File: config.mk
export PLATFORM = sky130hd
export DESIGN_NAME = mlaccel_mem_arbiter
export DESIGN_NICKNAME = d
export VERILOG_FILES = /design/src/rtl/mlaccel_pkg.sv /design/src/rtl/mlaccel_rtag_pipe.sv /design/src/rtl/mlaccel_mem_arbiter.sv
export SDC_FILE = /design/constraint.sdc
export NUM_CORES = 1
export LEC_CHECK = 0
export ABC_AREA = 1
export BUFFER_PORTS_ARGS = -buffer_cell sky130_fd_sc_hd__buf_2
export CAP_MARGIN = 20
export CORE_MARGIN = 4
export CORE_UTILIZATION = 45
export CTS_CLUSTER_DIAMETER = 100
export DETAILED_ROUTE_END_ITERATION = 6
export HOLD_SLACK_MARGIN = 0.03
export PLACE_DENSITY = 0.89
export REMOVE_ABC_BUFFERS = 1
export SLEW_MARGIN = 20
export SYNTH_ARGS = -nofsm -noshare
export SYNTH_HDL_FRONTEND = slang
export SYNTH_SLANG_ARGS = --single-unit
File: constraint.sdc
create_clock -name clock -period 1.4 [get_ports clock]
set_input_delay 0.14 -clock clock [delete_from_list [all_inputs] [get_ports clock]]
set_output_delay 0.14 -clock clock [all_outputs]
set_load 0.05 [all_outputs]
File: src/rtl/mlaccel_pkg.sv
// mlaccel_pkg
//   Shared widths, port identifiers and the read-tag type used by the
//   memory arbiter and its read-tag pipeline.
package mlaccel_pkg;

    localparam int MEM_AW = 16;   // word address width
    localparam int MEM_WW = 16;   // write data width
    localparam int MEM_RW = 64;   // read data width

    localparam logic PORT_H = 1'b0;
    localparam logic PORT_C = 1'b1;

    // Tag carried alongside an outstanding read until its data returns.
    typedef struct packed {
        logic valid;
        logic port;
    } rtag_t;

endpackage

File: src/rtl/mlaccel_rtag_pipe.sv
// mlaccel_rtag_pipe
//   Fixed-depth shift register of read tags. A tag entering at a grant
//   leaves exactly DEPTH cycles later, lined up with the memory read data.
// Ports
//   clock   in   1    clock, posedge
//   resetn  in   1    async active-low reset, clears every stage
//   i_tag   in   2    tag entering at grant
//   o_tag   out  2    tag whose read data is on mem_rdata this cycle
module mlaccel_rtag_pipe
    import mlaccel_pkg::*;
#(
    parameter int DEPTH = 2
) (
    input  logic  clock,
    input  logic  resetn,
    input  rtag_t i_tag,
    output rtag_t o_tag
);

    rtag_t r_stage [DEPTH];

    always_ff @(posedge clock or negedge resetn) begin
        if (!resetn) begin
            for (int i = 0; i < DEPTH; i++) begin
                r_stage[i] <= '0;
            end
        end else begin
            r_stage[0] <= i_tag;
            for (int i = 1; i < DEPTH; i++) begin
                r_stage[i] <= r_stage[i-1];
            end
        end
    end

    assign o_tag = r_stage[DEPTH-1];

endmodule

File: src/rtl/mlaccel_mem_arbiter.sv
// mlaccel_mem_arbiter
//   Shares the single-port accelerator memory between the host command
//   engine (H) and the compute sequencer (C). One grant per cycle, compute
//   bursts bounded so the host waits at most MAX_BURST cycles, idle memory
//   inputs driven to zero, read data routed back to the issuing port.
// Ports
//   clock, resetn                 clock / async active-low reset
//   h_valid/h_ready               host request handshake (ready is comb.)
//   h_write[1:0], h_addr, h_wdata host byte enables (0 = read), address, data
//   h_rvalid, h_rdata[63:0]       host read return
//   c_*                           same set for the compute sequencer
//   host_excl                     blocks the C port while asserted
//   mem_addr, mem_wen, mem_wdata  to memory (zero when no transfer)
//   mem_rdata                     from memory, READ_LATENCY after address
module mlaccel_mem_arbiter
    import mlaccel_pkg::*;
#(
    parameter int MAX_BURST    = 8,
    parameter int READ_LATENCY = 2
) (
    input  logic              clock,
    input  logic              resetn,
    input  logic              h_valid,
    output logic              h_ready,
    input  logic [1:0]        h_write,
    input  logic [MEM_AW-1:0] h_addr,
    input  logic [MEM_WW-1:0] h_wdata,
    output logic              h_rvalid,
    output logic [MEM_RW-1:0] h_rdata,
    input  logic              c_valid,
    output logic              c_ready,
    input  logic [1:0]        c_write,
    input  logic [MEM_AW-1:0] c_addr,
    input  logic [MEM_WW-1:0] c_wdata,
    output logic              c_rvalid,
    output logic [MEM_RW-1:0] c_rdata,
    input  logic              host_excl,
    output logic [MEM_AW-1:0] mem_addr,
    output logic [1:0]        mem_wen,
    output logic [MEM_WW-1:0] mem_wdata,
    input  logic [MEM_RW-1:0] mem_rdata
);

    logic [7:0]        r_burst_cnt;
    logic [MEM_RW-1:0] r_h_rdata;
    logic [MEM_RW-1:0] r_c_rdata;

    logic  w_h_elig;
    logic  w_c_elig;
    logic  w_burst_ok;
    logic  w_h_gnt;
    logic  w_c_gnt;
    rtag_t w_tag_in;
    rtag_t w_tag_out;

    // Gating with resetn keeps both readies low while reset is held.
    assign w_h_elig   = h_valid & resetn;
    assign w_c_elig   = c_valid & ~host_excl & resetn;
    assign w_burst_ok = r_burst_cnt < 8'(MAX_BURST);
    assign w_c_gnt    = w_c_elig & (~w_h_elig | w_burst_ok);
    assign w_h_gnt    = w_h_elig & ~w_c_gnt;

    assign h_ready = w_h_gnt;
    assign c_ready = w_c_gnt;

    always_comb begin
        mem_addr  = '0;
        mem_wen   = '0;
        mem_wdata = '0;
        if (w_c_gnt) begin
            mem_addr  = c_addr;
            mem_wen   = c_write;
            mem_wdata = c_wdata;
        end else if (w_h_gnt) begin
            mem_addr  = h_addr;
            mem_wen   = h_write;
            mem_wdata = h_wdata;
        end
    end

    // Counts C grants that overtook a waiting host; any cycle without a
    // waiting host, or a host grant, starts the window over.
    always_ff @(posedge clock or negedge resetn) begin
        if (!resetn) begin
            r_burst_cnt <= '0;
        end else if (!h_valid || w_h_gnt) begin
            r_burst_cnt <= '0;
        end else if (w_c_gnt && r_burst_cnt != 8'hFF) begin
            r_burst_cnt <= r_burst_cnt + 8'd1;
        end
    end

    assign w_tag_in.valid = (w_c_gnt && c_write == 2'b00) || (w_h_gnt && h_write == 2'b00);
    assign w_tag_in.port  = w_c_gnt ? PORT_C : PORT_H;

    mlaccel_rtag_pipe #(
        .DEPTH (READ_LATENCY)
    ) u_rtag_pipe (
        .clock  (clock),
        .resetn (resetn),
        .i_tag  (w_tag_in),
        .o_tag  (w_tag_out)
    );

    assign h_rvalid = w_tag_out.valid && w_tag_out.port == PORT_H;
    assign c_rvalid = w_tag_out.valid && w_tag_out.port == PORT_C;

    // Returning data passes straight through; the non-owner keeps its last word.
    assign h_rdata = h_rvalid ? mem_rdata : r_h_rdata;
    assign c_rdata = c_rvalid ? mem_rdata : r_c_rdata;

    always_ff @(posedge clock or negedge resetn) begin
        if (!resetn) begin
            r_h_rdata <= '0;
            r_c_rdata <= '0;
        end else begin
            if (h_rvalid) r_h_rdata <= mem_rdata;
            if (c_rvalid) r_c_rdata <= mem_rdata;
        end
    end

endmodule

# --- Word-level counts from Yosys, hierarchy flattened ---
# Cells that the tools add are included.
op_classes:
  addsub: 1
  n_mul: 0
  div_mod_pow: 0
  order_cmp: 1
  n_eq_ne: 1
  shift: 0
  n_mux: 11
  n_bitwise: 10
  reduce_logical: 11
op_table:
  columns: ["operator", "n"]
  rows:
  - ["$mux 64", 2]
  - ["$mux 16", 4]
  - ["$mux 8", 2]
  - ["$add 8x1->8 const B", 1]
  - ["$lt 8x4->1 const B", 1]
  - ["$ne 8x8->1 const B", 1]
  - ["$and 1x1->1", 5]
  - ["$logic_and 1x1->1", 5]
  - ["$logic_not 2->1", 2]
  - ["$mux 2", 2]
  - ["$not 1->1", 4]
  - ["$logic_or 1x1->1", 2]
  - ["$reduce_bool 2->1", 1]
  - ["$logic_not 1->1", 1]
  - ["$mux 1", 1]
  - ["$or 1x1->1", 1]
word_totals:
  ff_bits: 140
  latch_bits: 0
  ram_bits: 0
  romBits: 0
  inputBits: 137
  output_inout_bits: 166
  elab_cells: 42
  memories: 0

# --- Logic depth before layout (Yosys ltp) ---
logic_depth:
  ltp_word: 8
  ltp_mapped: 9
  mapped_depth_nobuf: 8

# --- Modules after synthesis ---
# A second synthesis with hierarchy kept.
unflattened:
  cells_unflattened: 664
  hier_area_um2: 5800.6
by_module_without_submodules:
  columns: ["module", "instances", "cells_per_inst", "area_each_um2", "seq_area_each_um2"]
  rows:
  - ["mlaccel_mem_arbiter", 1, 658, 5685.5, 3403.3]
  - ["mlaccel_rtag_pipe", 1, 6, 115.1, 100.1]

# --- Worst setup path before layout ---
# Ideal clock, no wire load.
synth_path:
  kind: "reg-to-reg"
  startpoint: "register u_rtag_pipe.r_stage (netlist bit u_rtag_pipe.o_tag[0])"
  endpoint: "register r_h_rdata[15]"
  setup_time_ns: 0.249
  arrival_time_ns: 2.442
  required_time_ns: 1.151
  setup_slack_ns: -1.290
  path_stages_with_launch: 6
  path_buffers: 2
  period_less_slack_ns: 2.690
  cell_sequence: "dfrtp_1 nor2_2 inv_1 buf_4 clkbuf_1 o21ai_0"
synth_via:
  elab_chain_cells: 3
synth_lines:
  columns: ["element", "line_no", "source"]
  rows:
  - ["start: declaration", "mlaccel_rtag_pipe.sv:20", "rtag_t r_stage [DEPTH];"]
  - ["start signal: indexed assignment", "mlaccel_rtag_pipe.sv:30", "r_stage[i] <= r_stage[i-1];"]
  - ["$not 1->1", "mlaccel_mem_arbiter.sv:105", "assign h_rvalid = w_tag_out.valid && w_tag_out.port == PORT_H;"]
  - ["$logic_and 1x1->1", "mlaccel_mem_arbiter.sv:105", null]
  - ["named net h_rvalid", "mlaccel_mem_arbiter.sv:28", "output logic h_rvalid,"]
  - ["$mux 64", null, null]
  - ["named net h_rdata[15]", "mlaccel_mem_arbiter.sv:29", "output logic [MEM_RW-1:0] h_rdata,"]
  - ["end signal: assignment", "mlaccel_mem_arbiter.sv:117", "if (h_rvalid) r_h_rdata <= mem_rdata;"]
  - ["end: declaration", "mlaccel_mem_arbiter.sv:45", "logic [MEM_RW-1:0] r_h_rdata;"]
# The timed path passes the listed nets, and every way through them passes these cells.
# A chain may end at the register's enable or synchronous reset.

# --- Worst setup path after layout ---
layout_path:
  startpoint: "register r_burst_cnt[6]"
  endpoint: "output mem_addr[4]"
layout_via:
  elab_chain_cells: 7
layout_lines:
  columns: ["element", "line_no", "source"]
  rows:
  - ["start: declaration", "mlaccel_mem_arbiter.sv:44", "logic [7:0] r_burst_cnt;"]
  - ["start signal: assignment", "mlaccel_mem_arbiter.sv:89", "r_burst_cnt <= r_burst_cnt + 8'd1;"]
  - ["$lt 8x4->1 *", "mlaccel_mem_arbiter.sv:59", "assign w_burst_ok = r_burst_cnt < 8'(MAX_BURST);"]
  - ["$or 1x1->1 *", "mlaccel_mem_arbiter.sv:60", "assign w_c_gnt = w_c_elig & (~w_h_elig | w_burst_ok);"]
  - ["$and 1x1->1 *", "mlaccel_mem_arbiter.sv:60", null]
  - ["$not 1->1", "mlaccel_mem_arbiter.sv:61", "assign w_h_gnt = w_h_elig & ~w_c_gnt;"]
  - ["$and 1x1->1", "mlaccel_mem_arbiter.sv:61", null]
  - ["$mux 16", "mlaccel_mem_arbiter.sv:74", "end else if (w_h_gnt) begin"]
  - ["$mux 16 *", "mlaccel_mem_arbiter.sv:70", "if (w_c_gnt) begin"]
  - ["end: declaration", "mlaccel_mem_arbiter.sv:38", "output logic [MEM_AW-1:0] mem_addr,"]
# Mark *: on every way between the ends. The rest lies on a longest branch, timed or not.

==> metrics.yaml <==
grt_pass1_wl_um: 38200
routedWlPerCell_um: 25.2
r2r-start: "r_burst_cnt[6]"
clock_path_buffers: 2
critPathKind: "reg -> out"
syn_to_final_growth_pct: 95.5
routed_wl_um: 32200
drtIter0Drc: 899
switchingPower_uw: 8960
r2r-end: "r_burst_cnt[0]"
final_common_cell: "nand2_1"
hp-start: "mem_rdata[46]"
nets: 1225
arrival_ns: 1.91
clock_skew_ns: 0.00876
insertion_delay_ns: 0.42
antenna_found_initial: 3
htreeDepth: 4
die_h_um: 122
synth_top_cell_by_area: "dfrtp_1"
cp-start-kind: "register"
drive_above_1_share_pct: 56.6
vdd_drop_max_v: 0.000958
seq_area_um2: 3500
hold_end: "r_c_rdata[46]"
relSlewSlack_pct: 52.4
status: "complete, but fails checks"
first_global_vias: 7198
fillCellCount: 465
core_um2: 12700
dieArea_um2: 14900
place_area_um2: 8310
drc_errors: 0
fin_area_um2: 11400
min_path_cells: 3
antenna_left: 0
hold_path.class: "in -> reg"
internal_power_uw: 11800
portBuffers: 302
multiInputGateArea_um2: 2600
p_sw_share_pct: 43.1
slew_viol_final: 0
worst_pin_slew_ns: 0.714
crit_fanout: 9
syn_inst: 666
finalHoldViolCount: 0
synth_cell_types: 25
clkSlewWorstSetupHoldPaths_ns: 0.06
die_w_um: 122
synth_area_um2: 5840
rsz0062_at_grt: "yes"
reg2reg_depth: 9
synth_seq_cells: 140
finalCritPeriodShare_pct: 147
holdWs_ns: 0.0291
violations: "setup timing"
track_usage_pct: 34.2
rrSetupSlack_ns: -0.19
end_kind: "output port"
cts-root-buf: "clkbuf_16"
vias: 7342
ys_warn_count: 0
row_count: 41
globalRouteOverflowTotal: 0
viasPerCell: 5.76
mostFrequentLayoutCells: "175 x nand2_1, 143 x buf_6, 140 x dfrtp_1, 138 x buf_2"
dp_hpwl_um: 13700
avgSynthCellArea_um2: 8.77
max_cap_viol_count: 0
finalPower_uw: 20800
num_io_pins: 303
initial_core_util_pct: 46.1
finalWorstSetupSlack_ns: -0.653
cts_buffers: 17
timing.fmax_ghz: 0.487
dr.pass1.iters: 6
min_period_ns: 2.05
p_per_area_nw_per_um2: 1820
synth_top_area_share_pct: 60.0
p_comb_share_pct: 49.6
grt_max_degree: 88
clkPwrFrac_pct: 23.9
ys_seq_area_share_pct: 60.0
cts_num_sinks: 140
critPathRequiredTime_ns: 1.26
ys_top_cells_by_area: "dfrtp_1 60%, nand2_1 15%, o21ai_0 10%"
gp_congestion: 0.853
setup_viol: 228
cts_tree: "yes"
pwr-share-seq_pct: 26.5
p_leak_uw: 0.00596
## final cells by class
class                   count  share of cell area, %
clock inverters             9                   1.37
clock buffers              23                   4.27
repair buffers            435                   35.7
well taps                 172                   1.89
flip-flops and latches    140                   30.7
diodes                      3                 0.0658
repair inverters            1                 0.0986
inverters                  87                   3.10
multi-input cells         405                   22.8
## worst max path at each step
stage | startpoint | endpoint | slack, ns
2_1_floorplan | u_rtag_pipe.o_tag[0] | r_h_rdata[0] | -2.34
3_3_place_gp | u_rtag_pipe.o_tag[0] | h_rdata[1] | -0.18
3_5_place_dp | u_rtag_pipe.o_tag[0] | h_rdata[10] | -0.23
4_1_cts | u_rtag_pipe.o_tag[1] | h_rdata[56] | -0.56
5_1_grt | u_rtag_pipe.o_tag[1] | h_rdata[47] | -0.71
6_report | r_burst_cnt[6] | mem_addr[4] | -0.65
## power by group through the flow
| stage | sequential (uW) | clock, uW | combinational [uW] |
|---|---|---|---|
| 6_report | 5500 | 4960 | 10300 |
| 5_1_grt | 5520 | 5160 | 10600 |
| 4_1_cts | 5300 | 4890 | 8930 |
| 3_5_place_dp | 5350 | 0 | 7260 |
| 3_3_place_gp | 5290 | 0 | 7130 |
| 2_1_floorplan | 5290 | 0 | 4850 |
## Yosys cell counts, drive strengths merged
master	number
nand2	247
dfrtp	140
o21ai	130
inv	87
clkbuf	20
buf	14
nor2	14
nand4	6
a21oi	3
nand3	3
ha	1
o21bai	1
## sequential cells by signal, indices dropped and copies added (netlist names)
register,cells
r_c_rdata,64
r_h_rdata,64
r_burst_cnt,8
u_rtag_pipe.o_tag,2
u_rtag_pipe.r_stage,2
## per-stage QoR
step | TNS (ns) | util [%] | std cells | setup slack (ns)
4_1_cts | -78.64 | 82.4 | 1259 | -0.559
3_5_place_dp | -17.36 | 65.6 | 1188 | -0.228
6_report | -87.10 | 90.1 | 1275 | -0.653
5_1_grt | -108.47 | 90.1 | 1275 | -0.710
3_3_place_gp | -11.08 | 65.6 | 1188 | -0.177
2_1_floorplan | -579.90 | - | 632 | -2.34
## worst max-delay path: stages (launching register included)
cell and delay (ns):
dfrtp_1 0.42, nor2_4 0.15, nand3_4 0.13, nand2_4 0.11
nand2_4 0.07, clkinv_8 0.08, clkbuf_16 0.15, nand2_1 0.07
nand2_1 0.11, buf_6 0.17
## logic make-up after synthesis
family,synth area share [%]
buf+inv,8.95
fa+ha+maj,0.214
simple gates,19.1
flops,60.0
compound gates,11.7
## layer usage
layer | GRT usage, % | vias to the layer above | wire length [um]
li1 | - | 2916 | -
met1 | 34.2 | 3444 | 9540
met2 | 60.3 | 725 | 16000
met3 | 9.66 | 255 | 3520
met4 | 25.1 | 2 | 3110
met5 | 0 | - | 16
## timing repair
action	CTS	global route
setup buffers	11	2
gates resized for setup	422	228
pin swaps	9	9
cloned	3	9
hold buffers	25	2
endpoints found under the hold margin	76	2
endpoints found under the setup margin	167	293
No activity file was read; power rests on OpenSTA's default activity.
